==> src/rtl/router_modport.sv <==
// -----------------------------------------------------------------------------
// router_modport -- 1x3 byte-serial packet router.
//
// One source streams packets of the form
//   header {len[7:2], addr[1:0]}, len payload bytes, one parity byte.
// The parity byte is the XOR of the header and all payload bytes.
// Each packet is steered into one of three output FIFOs by addr.
// addr = 3 is not a destination, and such a header is dropped.
// The router checks the parity.
// Each destination drains its FIFO with its own read enable.
//
// Handshake: the source advances to its next byte after any rising edge at
// which busy was low, and holds data_in/pkt_valid while busy is high.
//
// Ports
//   clk                   system clock, rising edge
//   resetn                synchronous active-low reset
//   data_in[7:0]          packet byte from the source
//   pkt_valid             high for header and payload, low on the parity byte
//   read_enb_0/1/2        destination pop requests
//   data_out_0/1/2[7:0]   popped byte, one cycle after the pop, held otherwise
//   vld_out_0/1/2         corresponding FIFO not empty
//   busy                  router cannot take data_in this cycle
//   err                   parity mismatch on the last packet
// -----------------------------------------------------------------------------

// -----------------------------------------------------------------------------
// router_fifo -- one output FIFO with an idle-valid flush timer.
//
// Ports
//   clk, resetn      clock / synchronous active-low reset
//   wr_en, wr_data   push a 9-bit entry; bit 8 marks a header byte
//   rd_en            pop request; ignored while empty
//   data_out         byte of the last popped entry, held between pops
//   vld_out          FIFO not empty
//   full, empty      occupancy flags used by the router FSM
// -----------------------------------------------------------------------------
module router_fifo #(
    parameter int DEPTH           = 16,
    parameter int SOFT_RST_CYCLES = 30
) (
    input  logic       clk,
    input  logic       resetn,
    input  logic       wr_en,
    input  logic [8:0] wr_data,
    input  logic       rd_en,
    output logic [7:0] data_out,
    output logic       vld_out,
    output logic       full,
    output logic       empty
);

    localparam int AW = $clog2(DEPTH);
    localparam int CW = $clog2(DEPTH + 1);
    localparam int SW = $clog2(SOFT_RST_CYCLES + 1);

    logic [8:0]    mem [DEPTH];
    logic [AW-1:0] wr_ptr;
    logic [AW-1:0] rd_ptr;
    logic [CW-1:0] count;
    logic [SW-1:0] soft_cnt;
    logic [8:0]    rd_word;
    logic          do_wr;
    logic          do_rd;
    logic          soft_hit;

    assign empty   = (count == '0);
    assign full    = (count == CW'(DEPTH));
    assign vld_out = !empty;
    assign do_wr   = wr_en && !full;
    assign do_rd   = rd_en && !empty;
    assign rd_word = mem[rd_ptr];

    // The flush fires on the last of SOFT_RST_CYCLES consecutive idle-valid
    // cycles. Any pop request, or an empty FIFO, restarts the count.
    assign soft_hit = vld_out && !rd_en && (soft_cnt == SW'(SOFT_RST_CYCLES - 1));

    // NOTE: storage has no reset; emptiness is defined by count alone, so
    // stale entries are unreachable after reset or flush.
    always_ff @(posedge clk) begin
        if (do_wr) begin
            mem[wr_ptr] <= wr_data;
        end
    end

    always_ff @(posedge clk) begin
        if (!resetn) begin
            wr_ptr   <= '0;
            rd_ptr   <= '0;
            count    <= '0;
            soft_cnt <= '0;
            data_out <= '0;
        end else if (soft_hit) begin
            // The flush wins over a write issued in the same cycle.
            wr_ptr   <= '0;
            rd_ptr   <= '0;
            count    <= '0;
            soft_cnt <= '0;
        end else begin
            if (do_wr) begin
                wr_ptr <= wr_ptr + AW'(1);
            end
            if (do_rd) begin
                rd_ptr   <= rd_ptr + AW'(1);
                data_out <= rd_word[7:0];
            end
            case ({do_wr, do_rd})
                2'b10:   count <= count + CW'(1);
                2'b01:   count <= count - CW'(1);
                default: count <= count;
            endcase
            if (empty || rd_en) begin
                soft_cnt <= '0;
            end else begin
                soft_cnt <= soft_cnt + SW'(1);
            end
        end
    end

endmodule

module router_modport #(
    parameter int FIFO_DEPTH      = 16,
    parameter int SOFT_RST_CYCLES = 30
) (
    input  logic       clk,
    input  logic       resetn,
    input  logic [7:0] data_in,
    input  logic       pkt_valid,
    input  logic       read_enb_0,
    input  logic       read_enb_1,
    input  logic       read_enb_2,
    output logic [7:0] data_out_0,
    output logic [7:0] data_out_1,
    output logic [7:0] data_out_2,
    output logic       vld_out_0,
    output logic       vld_out_1,
    output logic       vld_out_2,
    output logic       busy,
    output logic       err
);

    typedef enum logic [2:0] {
        DECODE,
        WAIT_EMPTY,
        LOAD_FIRST,
        LOAD_DATA,
        FIFO_FULL,
        LOAD_AFTER_FULL,
        LOAD_PARITY,
        CHECK_PARITY
    } state_t;

    state_t     state;
    state_t     next_state;

    logic [7:0] header_q;     // accepted header, holds addr for the packet
    logic [7:0] byte_hold;    // byte taken while the FIFO could not store it
    logic [7:0] parity_acc;   // running XOR of header and stored payload
    logic [7:0] rx_parity;    // parity byte as received
    logic       err_q;

    logic [2:0] fifo_full;
    logic [2:0] fifo_empty;
    logic [2:0] fifo_vld;
    logic [2:0] wr_en_vec;
    logic [2:0] rd_en_vec;
    logic [7:0] fifo_dout [3];
    logic [8:0] fifo_wdata;
    logic       fifo_we;

    logic [1:0] addr_sel;
    logic [3:0] full_ext;
    logic [3:0] empty_ext;
    logic       tgt_full;
    logic       tgt_empty;
    logic       header_accept;

    // In DECODE the target comes from the header on the bus. In every other
    // state it comes from the latched header. addr 3 maps to a phantom port
    // that always reports full and never empty, so it never selects a load.
    assign addr_sel  = (state == DECODE) ? data_in[1:0] : header_q[1:0];
    assign full_ext  = {1'b1, fifo_full};
    assign empty_ext = {1'b0, fifo_empty};
    assign tgt_full  = full_ext[addr_sel];
    assign tgt_empty = empty_ext[addr_sel];

    assign header_accept = (state == DECODE) && pkt_valid && (data_in[1:0] != 2'b11);

    // ---------------------------------------------------------------- FSM
    always_ff @(posedge clk) begin
        if (!resetn) begin
            state <= DECODE;
        end else begin
            state <= next_state;
        end
    end

    // NOTE: every combinational output is assigned a default first, so no
    // path through the case can infer a latch.
    always_comb begin
        next_state = state;
        case (state)
            DECODE: begin
                if (header_accept) begin
                    next_state = tgt_empty ? LOAD_FIRST : WAIT_EMPTY;
                end
            end
            WAIT_EMPTY: begin
                if (tgt_empty) begin
                    next_state = LOAD_FIRST;
                end
            end
            LOAD_FIRST: next_state = LOAD_DATA;
            LOAD_DATA: begin
                if (!pkt_valid) begin
                    next_state = LOAD_PARITY;
                end else if (tgt_full) begin
                    next_state = FIFO_FULL;
                end
            end
            FIFO_FULL: begin
                if (!tgt_full) begin
                    next_state = LOAD_AFTER_FULL;
                end
            end
            LOAD_AFTER_FULL: next_state = pkt_valid ? LOAD_DATA : LOAD_PARITY;
            LOAD_PARITY: begin
                // The parity byte may land on a full FIFO. Wait for room.
                if (!tgt_full) begin
                    next_state = CHECK_PARITY;
                end
            end
            CHECK_PARITY: next_state = DECODE;
            default:      next_state = DECODE;
        endcase
    end

    always_comb begin
        busy       = 1'b1;
        fifo_we    = 1'b0;
        fifo_wdata = {1'b0, data_in};
        case (state)
            DECODE: begin
                busy = 1'b0;
            end
            LOAD_FIRST: begin
                fifo_we    = 1'b1;
                fifo_wdata = {1'b1, header_q};
            end
            LOAD_DATA: begin
                busy       = 1'b0;
                fifo_we    = pkt_valid && !tgt_full;
                fifo_wdata = {1'b0, data_in};
            end
            LOAD_AFTER_FULL: begin
                fifo_we    = 1'b1;
                fifo_wdata = {1'b0, byte_hold};
            end
            LOAD_PARITY: begin
                fifo_we    = !tgt_full;
                fifo_wdata = {1'b0, byte_hold};
            end
            default: begin
                busy = 1'b1;
            end
        endcase
    end

    always_comb begin
        wr_en_vec = '0;
        for (int i = 0; i < 3; i++) begin
            wr_en_vec[i] = fifo_we && (header_q[1:0] == 2'(i));
        end
    end

    // ----------------------------------------------------------- datapath
    // busy is low in LOAD_DATA, so the source has already moved past the
    // byte on data_in when the FSM leaves LOAD_DATA. That byte is captured
    // into byte_hold so it survives a full FIFO or the parity phase.
    always_ff @(posedge clk) begin
        if (!resetn) begin
            header_q   <= '0;
            byte_hold  <= '0;
            parity_acc <= '0;
            rx_parity  <= '0;
            err_q      <= 1'b0;
        end else begin
            case (state)
                DECODE: begin
                    if (header_accept) begin
                        header_q   <= data_in;
                        parity_acc <= data_in;
                        err_q      <= 1'b0;
                    end
                end
                LOAD_DATA: begin
                    if (pkt_valid && !tgt_full) begin
                        parity_acc <= parity_acc ^ data_in;
                    end
                    if (!pkt_valid || tgt_full) begin
                        byte_hold <= data_in;
                    end
                end
                LOAD_AFTER_FULL: begin
                    parity_acc <= parity_acc ^ byte_hold;
                    // The source is still holding the parity byte here.
                    if (!pkt_valid) begin
                        byte_hold <= data_in;
                    end
                end
                LOAD_PARITY: begin
                    if (!tgt_full) begin
                        rx_parity <= byte_hold;
                    end
                end
                CHECK_PARITY: begin
                    err_q <= (parity_acc != rx_parity);
                end
                default: ;
            endcase
        end
    end

    assign err = err_q;

    // --------------------------------------------------------- output side
    assign rd_en_vec = {read_enb_2, read_enb_1, read_enb_0};

    for (genvar g = 0; g < 3; g++) begin : g_fifo
        router_fifo #(
            .DEPTH           (FIFO_DEPTH),
            .SOFT_RST_CYCLES (SOFT_RST_CYCLES)
        ) u_fifo (
            .clk      (clk),
            .resetn   (resetn),
            .wr_en    (wr_en_vec[g]),
            .wr_data  (fifo_wdata),
            .rd_en    (rd_en_vec[g]),
            .data_out (fifo_dout[g]),
            .vld_out  (fifo_vld[g]),
            .full     (fifo_full[g]),
            .empty    (fifo_empty[g])
        );
    end

    assign data_out_0 = fifo_dout[0];
    assign data_out_1 = fifo_dout[1];
    assign data_out_2 = fifo_dout[2];
    assign vld_out_0  = fifo_vld[0];
    assign vld_out_1  = fifo_vld[1];
    assign vld_out_2  = fifo_vld[2];

endmodule

==> config.mk <==
export PLATFORM = sky130hd
export DESIGN_NAME = router_modport
export DESIGN_NICKNAME = d
export VERILOG_FILES = /design/src/rtl/router_modport.sv
export SDC_FILE = /design/constraint.sdc
export NUM_CORES = 1
export LEC_CHECK = 0
export ABC_AREA = 0
export BUFFER_PORTS_ARGS = -buffer_cell sky130_fd_sc_hd__clkbuf_2
export CAP_MARGIN = 40
export CORE_ASPECT_RATIO = 1.2
export CORE_MARGIN = 3
export CORE_UTILIZATION = 28
export DETAILED_ROUTE_END_ITERATION = 8
export GPL_ROUTABILITY_DRIVEN = 0
export PLACE_DENSITY_LB_ADDON = 0.1
export SETUP_SLACK_MARGIN = 0.15
export SKIP_CTS_REPAIR_TIMING = 1
export SLEW_MARGIN = 10
export SYNTH_ARGS = -nofsm -noshare
export SYNTH_HDL_FRONTEND = slang
export SYNTH_HIERARCHICAL = 1
export SYNTH_SLANG_ARGS = --single-unit
==> constraint.sdc <==
create_clock -name clk -period 8.7 [get_ports clk]
set_input_delay 0.87 -clock clk [delete_from_list [all_inputs] [get_ports clk]]
set_output_delay 0.87 -clock clk [all_outputs]
set_load 0.05 [all_outputs]
==> results of run 1 <==
-- tightest hold or removal path, stage by stage (launching register included) --
cell	delay, ps
dfxtp_1	310
nand2_1	50
a21oi_1	50
-- flip-flops by register name (all words and copies together), names as in the netlist, 12 cells and up --
signal                  cells
g_fifo.u_fifo/count        15
g_fifo.u_fifo/data_out     24
g_fifo.u_fifo/mem         384
g_fifo.u_fifo/rd_ptr       12
g_fifo.u_fifo/soft_cnt     15
g_fifo.u_fifo/wr_ptr       12
-- area by class of cell --
type / instances / area (sq um)
clock buffer: 71 / 1520
clock inverter: 33 / 307
fill: 7296 / 49600
inverter: 30 / 113
multi-input combinational: 841 / 6660
sequential: 498 / 13800
tap: 999 / 1250
timing repair buffer: 90 / 627
-- power by group through the flow --
stage | Sequential [uW] | Combinational [uW] | Clock [uW]
floorplan | 3230 | 985 | 0
global placement | 3140 | 1710 | 0
detailed placement | 3140 | 1740 | 0
CTS | 3090 | 1740 | 2410
global route | 3100 | 1870 | 2510
finish | 3090 | 1700 | 2320
-- stage by stage --
stage,util,cell area (sq um)
finish,0.329,24300
global route,0.329,24300
CTS,0.329,24300
detailed placement,0.304,22500
global placement,0.301,22300
floorplan,-,20900
-- layout by cell type, fill, tap and decap left out, types with 6 or more instances in the layout --
cell type	n
mux2i_1	130
nor2b_1	9
buf_4	39
a211oi_1	32
o22ai_1	74
o211ai_1	14
inv_1	27
o311ai_0	9
clkbuf_2	42
nand2b_1	15
clkbuf_16	55
mux4_2	48
clkbuf_1	8
and3_1	6
clkinv_1	6
clkbuf_8	8
xor2_1	41
dfxtp_1	111
xnor2_1	9
a21oi_1	32
o21ai_0	40
clkinvlp_4	10
a31oi_1	35
a21oi_4	8
ha_1	30
nor2_1	118
edfxtp_1	384
nand2_1	73
a21boi_2	7
or3_1	6
clkinv_2	8
nand3_1	23
nor3_1	18
-- worst max path at each step --
stage / start / to
after floorplan: data_in[0] / g_fifo[0].u_fifo/count[2]
after CTS: state[2] / g_fifo[0].u_fifo/count[2]
after global placement: state[2] / g_fifo[0].u_fifo/count[4]
after global routing: state[2] / g_fifo[1].u_fifo/count[4]
after detailed placement: state[2] / g_fifo[0].u_fifo/count[2]
final: state[2] / g_fifo[0].u_fifo/count[2]
-- metal layers --
layer,part of all wire,global-route usage,up-vias,wire (um)
met2,0.49,0.236,239,26600
met5,0,0,-,0
li1,-,-,5726,-
met1,0.44,0.181,6202,24000
met4,0.021,0.0367,0,1130
met3,0.042,0.0240,72,2260
==> flow_summary_export.csv, run 1 <==
group,metric,value,unit
power,leakagePower,0.00767,uW
clock_tree,cts_root_buffer,"clkbuf_16",
yosys,syn_area,20900,sq um
critical_path,critPathRequiredTime,9250,ps
sta,hold_violations,0,
floorplanning,die_height,305,um
min_path,hp-start,"header_q[7]",
critical_path,timing.rr.start,"state[2]",
routing,final_antenna_net_count,0,
yosys,avgSynthCellArea,14.4,sq um
floorplanning,dieArea,78100,sq um
sta,max_freq,0.207,GHz
critical_path,cp-end-kind,"flip-flop",
clock_tree,ctsHtreeMaxLevel,2,
floorplanning,core,73900,sq um
critical_path,timing.critical_path.buf_inv,2,
critical_path,path_depth,14,
sta,fin_crit_sh,0.555,
sta,setup_ws,3870,ps
critical_path,crit_slowest_cell,"inv_1",
power,internal-power,4790,uW
power,finalPower,7110,uW
clock_tree,cts_tree,"built",
clock_tree,cts_buffer_depth,3,
sta,period_needed,4830,ps
routing,drtPass1Iterations,5,
clock_tree,numCtsBuffers,55,
critical_path,critPathLaunchType,"flip-flop",
floorplanning,pin_count,43,
yosys,syn-num-nets,1494,
routing,avgRoutedWirePerCell,21.1,um
yosys,syn_inst,1450,
critical_path,path_delay_family,"simple AND/OR/NAND/NOR gates",
layout,antenna_cells,0,
sta,clock_skew,19.1,ps
critical_path,crit_chain,"inv_1, nand2_1, o22ai_1, a21oi_2, nor3_1, a21boi_2, inv_1, ha_1, xor2_1, ha_1, a21oi_1, xor2_1, or3_1, a21oi_1",
grt,globalRouteTotalUtil,0.138,
power,pwr-share-clk,0.327,
sta,rsz0062_at_grt,"false",
grt,grt_max_degree,49,
power,seq_power_share,0.434,
power,vdd_drop_max,0.221,mV
outcome,status,"completed",
critical_path,cp_slowest_stage_delay,770,ps
routing,num_vias,12239,
grt,grt_pass1_vias,12509,
layout,nets,1560,
min_path,hold_depth,2,
layout,syn_to_final_growth,16.1,%
sta,setup_violations,0,
clock_tree,clkTransAtPathRegs,60,ps
job,cap_violations,0,
grt,grt_antenna_before_repair,1,
placed_design,hpwl,34100,um
floorplanning,die_w,256,um
yosys,ys_warn_count,6,
critical_path,r2r_setup_slack,3870,ps
critical_path,crit_arrival,5370,ps
sta,setup_tns,0,ps
routing,drc_errors,0,
layout,drive_above_1_share,0.171,
routing,via_per_inst,4.78,
placed_design,portBuffers,42,
sta,slew_headroom,0.413,
critical_path,cp_max_fo,21,
power,p_sw_frac,0.327,
clock_tree,clkLatencyLatePin,620,ps
sta,tightest_slew,878,ps
power,p_comb_frac,0.239,
min_path,holdPathEnd,"header_q[7]",
routing,drt_wl_total,54000,um
critical_path,worstSetupPathType,"flip-flop to flip-flop",
floorplanning,start_util,0.283,
layout,layoutNonFillerInstCount,2562,
placed_design,dpl_worst_slack,3830,ps
grt,grt-ovfl-total,0,
floorplanning,row_count,109,
routing,drt-initial-drc-count,838,
clock_tree,cts_num_sinks,498,
sta,holdWs,458,ps
min_path,min_path_type,"flip-flop to flip-flop",
power,switchingPower,2330,uW
grt,grt_first_pass_wirelength,82000,um
critical_path,timing.rr.end,"g_fifo[0].u_fifo/count[2]",
placed_design,dp_cells,2458,
power,power_density,293,nW/um^2
sta,drv_slew,0,
critical_path,reg2regPathDepth,14,
Note: power is estimated with default switching activity, not from simulation.
==> run 2: changes to the inputs <==
Clock period 8.7 ns to 4.28 ns, I/O delays scaled along.
==> flow_summary_export.csv, run 2 (synthesis gave the netlist of run 1 again) <==
group,metric,value,unit
power,finalPower,14700,uW
routing,avgRoutedWirePerCell,21.0,um
critical_path,critPathRequiredTime,4820,ps
floorplanning,core,73900,sq um
layout,mostFrequentLayoutCell,"edfxtp_1",
sta,clock_skew,28.4,ps
floorplanning,start_util,0.283,
clock_tree,clkTransAtPathRegs,60,ps
routing,drc_errors,0,
grt,grt_first_pass_wirelength,82600,um
routing,num_vias,12257,
layout,largest_register_ff_count,384,
clock_tree,clkLatencyLatePin,610,ps
critical_path,timing.critical_path.buf_inv,1,
floorplanning,die_height,305,um
clock_tree,ctsHtreeMaxLevel,2,
clock_tree,cts_root_buffer,"clkbuf_16",
sta,setup_violations,0,
routing,drt_wl_total,54500,um
sta,tightest_slew,868,ps
layout,reg.largest.list,"g_fifo.u_fifo/mem x384, g_fifo.u_fifo/data_out x24",
grt,grt-ovfl-total,0,
power,vdd_drop_max,0.300,mV
sta,max_freq,0.262,GHz
placed_design,dpl_worst_slack,274,ps
power,power_density,599,nW/um^2
power,leakagePower,0.00788,uW
critical_path,critPathLaunchType,"flip-flop",
floorplanning,dieArea,78100,sq um
job,cap_violations,0,
sta,setup_tns,0,ps
floorplanning,row_count,109,
clock_tree,cts_tree,"built",
routing,drtPass1Iterations,4,
outcome,status,"completed",
placed_design,hpwl,36000,um
critical_path,cp-end-kind,"flip-flop",
sta,setup_ws,457,ps
floorplanning,die_w,256,um
sta,rsz0062_at_grt,"true",
grt,grt_max_degree,51,
critical_path,worstSetupPathType,"flip-flop to flip-flop",
layout,nets,1591,
critical_path,crit_slowest_cell,"or4_4",
layout,antenna_cells,0,
floorplanning,pin_count,43,
placed_design,portBuffers,42,
clock_tree,cts_buffer_depth,3,
sta,slew_headroom,0.418,
routing,via_per_inst,4.73,
critical_path,path_delay_family,"simple AND/OR/NAND/NOR gates",
clock_tree,cts_num_sinks,498,
critical_path,cp_max_fo,8,
layout,layout_common_cells,"384 x edfxtp_1, 130 x mux2i_1, 117 x nor2_1, 111 x dfxtp_1, 74 x o22ai_1",
critical_path,crit_arrival,4360,ps
sta,period_needed,3820,ps
layout,top_register,"g_fifo.u_fifo/mem",
sta,hold_violations,0,
layout,drive_above_1_share,0.183,
critical_path,cp_slowest_stage_delay,570,ps
clock_tree,numCtsBuffers,55,
grt,globalRouteTotalUtil,0.139,
critical_path,crit_chain,"or4_4, nor2_4, mux2i_1, nor3b_1, a211oi_2, o22ai_1, a21oi_2, nor2_1, a21boi_2, inv_1, ha_1, xor2_1, ha_1, a21oi_1, xor2_1, or3_1, a21oi_1",
routing,drt-initial-drc-count,758,
min_path,min_path_type,"primary input to flip-flop",
grt,grt_pass1_vias,12689,
critical_path,r2r_setup_slack,460,ps
layout,fill_cells,7307,
sta,drv_slew,0,
layout,syn_to_final_growth,17.5,%
routing,final_antenna_net_count,0,
placed_design,place_area,22800,sq um
sta,fin_crit_sh,0.893,
layout,final_core_util,0.333,
grt,grt_antenna_before_repair,0,
layout,stdcell_area,24600,sq um
## run 2: cell types whose count changed in the layout (fill, tap and decap cells not counted), sizes merged
cell / previous run / this run
buf: 48 / 79
clkinvlp: 10 / 0
clkbuf: 113 / 119
bufinv: 3 / 5
clkinv: 19 / 18
inv: 31 / 32
## run 2: worst register-to-register path, cell delays in order, from the launching register on
cell      delay, ps
dfxtp_1         390
or4_4           580
nor2_4          160
mux2i_1         120
nor3b_1         170
a211oi_2        280
o22ai_1         140
a21oi_2         210
nor2_1          170
a21boi_2        210
inv_1            90
ha_1            190
xor2_1          160
ha_1            230
a21oi_1          70
xor2_1          150
or3_1           310
a21oi_1         140
## run 2: cell type report
| class | count | area (sq um) | share of cell area |
|---|---|---|---|
| Timing Repair Buffer | 121 | 951 | 0.0387 |
| Tap cell | 999 | 1250 | 0.0508 |
| Clock buffer | 77 | 1520 | 0.0618 |
| Clock inverter | 25 | 262 | 0.0106 |
| Multi-Input combinational cell | 841 | 6680 | 0.272 |
| Sequential cell | 498 | 13800 | 0.562 |
| Inverter | 30 | 113 | 0.00458 |
## run 2: report_power, final
part	switching, uW	internal [uW]
clock	1920	2770
combinational	2600	1150
sequential	222	6080
## run 2: path summary, 6_finish.rpt
| kind | start | cells after the start | endpoint |
|---|---|---|---|
| worst max-delay path | g_fifo[2].u_fifo/count[2] | 17 | g_fifo[2].u_fifo/count[2] |
| worst min-delay path | data_in[6] | 3 | header_q[6] |
| worst min register to register | header_q[7] | 2 | header_q[7] |
| worst max register to register | g_fifo[2].u_fifo/count[2] | 17 | g_fifo[2].u_fifo/count[2] |
## run 2: per-layer routing
| metal | up-vias | part of all wire | track usage |
|---|---|---|---|
| met5 | - | 0 | 0 |
| met4 | 0 | 0.024 | 0.0377 |
| met3 | 77 | 0.028 | 0.0212 |
| met2 | 165 | 0.49 | 0.239 |
| met1 | 6228 | 0.45 | 0.182 |
| li1 | 5787 | - | - |
## run 2: through the flow
step / hold slack (ps) / instances
floorplan: 433 / 1450
global placement: 444 / 2465
detailed placement: 450 / 2488
CTS: 120 / 2590
global route: 158 / 2591
finish: 168 / 2591
==> run 3: changes to the inputs <==
Settings changed: CTS_BUF_LIST from default to sky130_fd_sc_hd__clkbuf_16, CTS_CLUSTER_SIZE from default to 16, RECOVER_POWER from default to 100.
==> flow_summary_export.csv, run 3 (synthesis gave the netlist of run 1 again) <==
group,metric,value,unit
grt,grt_antenna_before_repair,0,
outcome,violations,"capacitance limit, slew limit",
floorplanning,die_w,256,um
clock_tree,cts_buffer_depth,3,
sta,clock_skew,26.5,ps
layout,drive_above_1_share,0.119,
layout,largest_register_ff_count,384,
routing,final_antenna_net_count,0,
grt,globalRouteTotalUtil,0.139,
layout,nets,1591,
power,vdd_drop_max,0.279,mV
floorplanning,start_util,0.283,
sta,setup_tns,0,ps
routing,drtPass1Iterations,4,
placed_design,hpwl,36000,um
sta,period_needed,3960,ps
critical_path,cp_slowest_stage_delay,590,ps
grt,grt_max_degree,51,
routing,drc_errors,0,
clock_tree,cts_num_sinks,498,
layout,layout_common_cells,"384 x edfxtp_1, 130 x mux2i_1, 117 x nor2_1, 112 x dfxtp_1, 75 x clkbuf_1",
job,cap_violations,3,
sta,fin_crit_sh,0.925,
critical_path,timing.critical_path.buf_inv,2,
clock_tree,numCtsBuffers,55,
layout,top_register,"g_fifo.u_fifo/mem",
sta,hold_violations,0,
critical_path,crit_slowest_cell,"nor3_1",
grt,grt_pass1_vias,12737,
layout,layoutNonFillerInstCount,2591,
min_path,min_path_type,"primary input to flip-flop",
critical_path,worstSetupPathType,"flip-flop to flip-flop",
critical_path,cp-end-kind,"flip-flop",
grt,grt-ovfl-total,0,
min_path,hp-start,"data_in[5]",
sta,tightest_slew,1880,ps
clock_tree,ctsHtreeMaxLevel,2,
layout,antenna_cells,0,
sta,max_freq,0.252,GHz
layout,fill_cells,7409,
sta,setup_violations,0,
critical_path,r2r_setup_slack,320,ps
layout,reg.largest.list,"g_fifo.u_fifo/mem x384, g_fifo.u_fifo/data_out x24",
critical_path,cp_max_fo,8,
sta,holdWs,162,ps
routing,num_vias,12314,
clock_tree,cts_tree,"built",
layout,syn_to_final_growth,15.0,%
critical_path,timing.rr.start,"state[1]",
min_path,hold_depth,3,
placed_design,dp_cells,2488,
floorplanning,dieArea,78100,sq um
sta,rsz0062_at_grt,"true",
layout,final_core_util,0.326,
grt,grt_first_pass_wirelength,82600,um
sta,drv_slew,36,
outcome,status,"finished, violations left",
power,leakagePower,0.00758,uW
sta,slew_headroom,-0.262,
clock_tree,clkTransAtPathRegs,60,ps
critical_path,path_delay_family,"simple AND/OR/NAND/NOR gates",
placed_design,portBuffers,42,
critical_path,crit_chain,"nor3_1, mux2i_1, a32oi_2, o22ai_1, a21oi_2, nor2_1, a21boi_2, clkbuf_1, nand2_1, nor3_1, clkbuf_1",
critical_path,crit_arrival,4200,ps
routing,via_per_inst,4.75,
critical_path,timing.rr.end,"g_fifo[2].u_fifo/mem[1][7]",
floorplanning,die_height,305,um
routing,drt-initial-drc-count,776,
min_path,holdPathEnd,"header_q[5]",
floorplanning,row_count,109,
layout,mostFrequentLayoutCell,"edfxtp_1",
critical_path,critPathLaunchType,"flip-flop",
power,power_density,597,nW/um^2
clock_tree,cts_root_buffer,"clkbuf_16",
routing,avgRoutedWirePerCell,21.0,um
clock_tree,clkLatencyLatePin,610,ps
routing,drt_wl_total,54500,um
critical_path,reg2regPathDepth,11,
critical_path,critPathRequiredTime,4520,ps
floorplanning,core,73900,sq um
floorplanning,pin_count,43,
[run 3: per-stage QoR]
step,setup slack (ps),total power [uW],instance area (sq um)
after global routing,69.6,15100,24100
after CTS,250,14900,24500
after global placement,450,10100,22500
after detailed placement,274,10200,22800
after floorplan,391,8560,20900
final,319,14400,24100
[run 3: routing by layer]
metal	wire length [um]	track usage	up-vias
li1	-	-	5779
met1	24600	0.182	6265
met2	27000	0.240	192
met3	1600	0.0215	78
met4	1280	0.0373	0
met5	0	0	-
[run 3: worst max path at each step]
stage                                         start                           to  slack, ps  depth (start not counted)
after floorplan           g_fifo[0].u_fifo/count[1]    g_fifo[0].u_fifo/count[2]        390                         18
after global placement    g_fifo[2].u_fifo/count[2]    g_fifo[2].u_fifo/count[4]        450                         17
after detailed placement  g_fifo[2].u_fifo/count[2]    g_fifo[2].u_fifo/count[2]        270                         17
after CTS                 g_fifo[2].u_fifo/count[2]    g_fifo[0].u_fifo/count[2]        250                         17
after global routing                       state[1]  g_fifo[1].u_fifo/mem[10][7]         70                         11
final                                      state[1]   g_fifo[2].u_fifo/mem[1][7]        320                         11
[run 3: power breakdown]
part           internal, uW  leakage (uW)  switching [uW]
combinational           942       0.00224            2520
clock                  2660      0.000932            1920
sequential             6110       0.00442             211
total                  9710       0.00758            4650
[run 3: cell type report]
cell class	instances	area, sq um	share of cell area
Inverter	30	113	0.00468
Clock buffer	56	1400	0.0582
Timing Repair Buffer	121	667	0.0277
Sequential cell	498	13800	0.574
Clock inverter	46	342	0.0142
Tap cell	999	1250	0.0519
Multi-Input combinational cell	841	6490	0.270
[run 3: tightest hold or removal path: stages]
cell and delay (ps):
clkbuf_2 130, nand3_1 80, a21oi_1 50
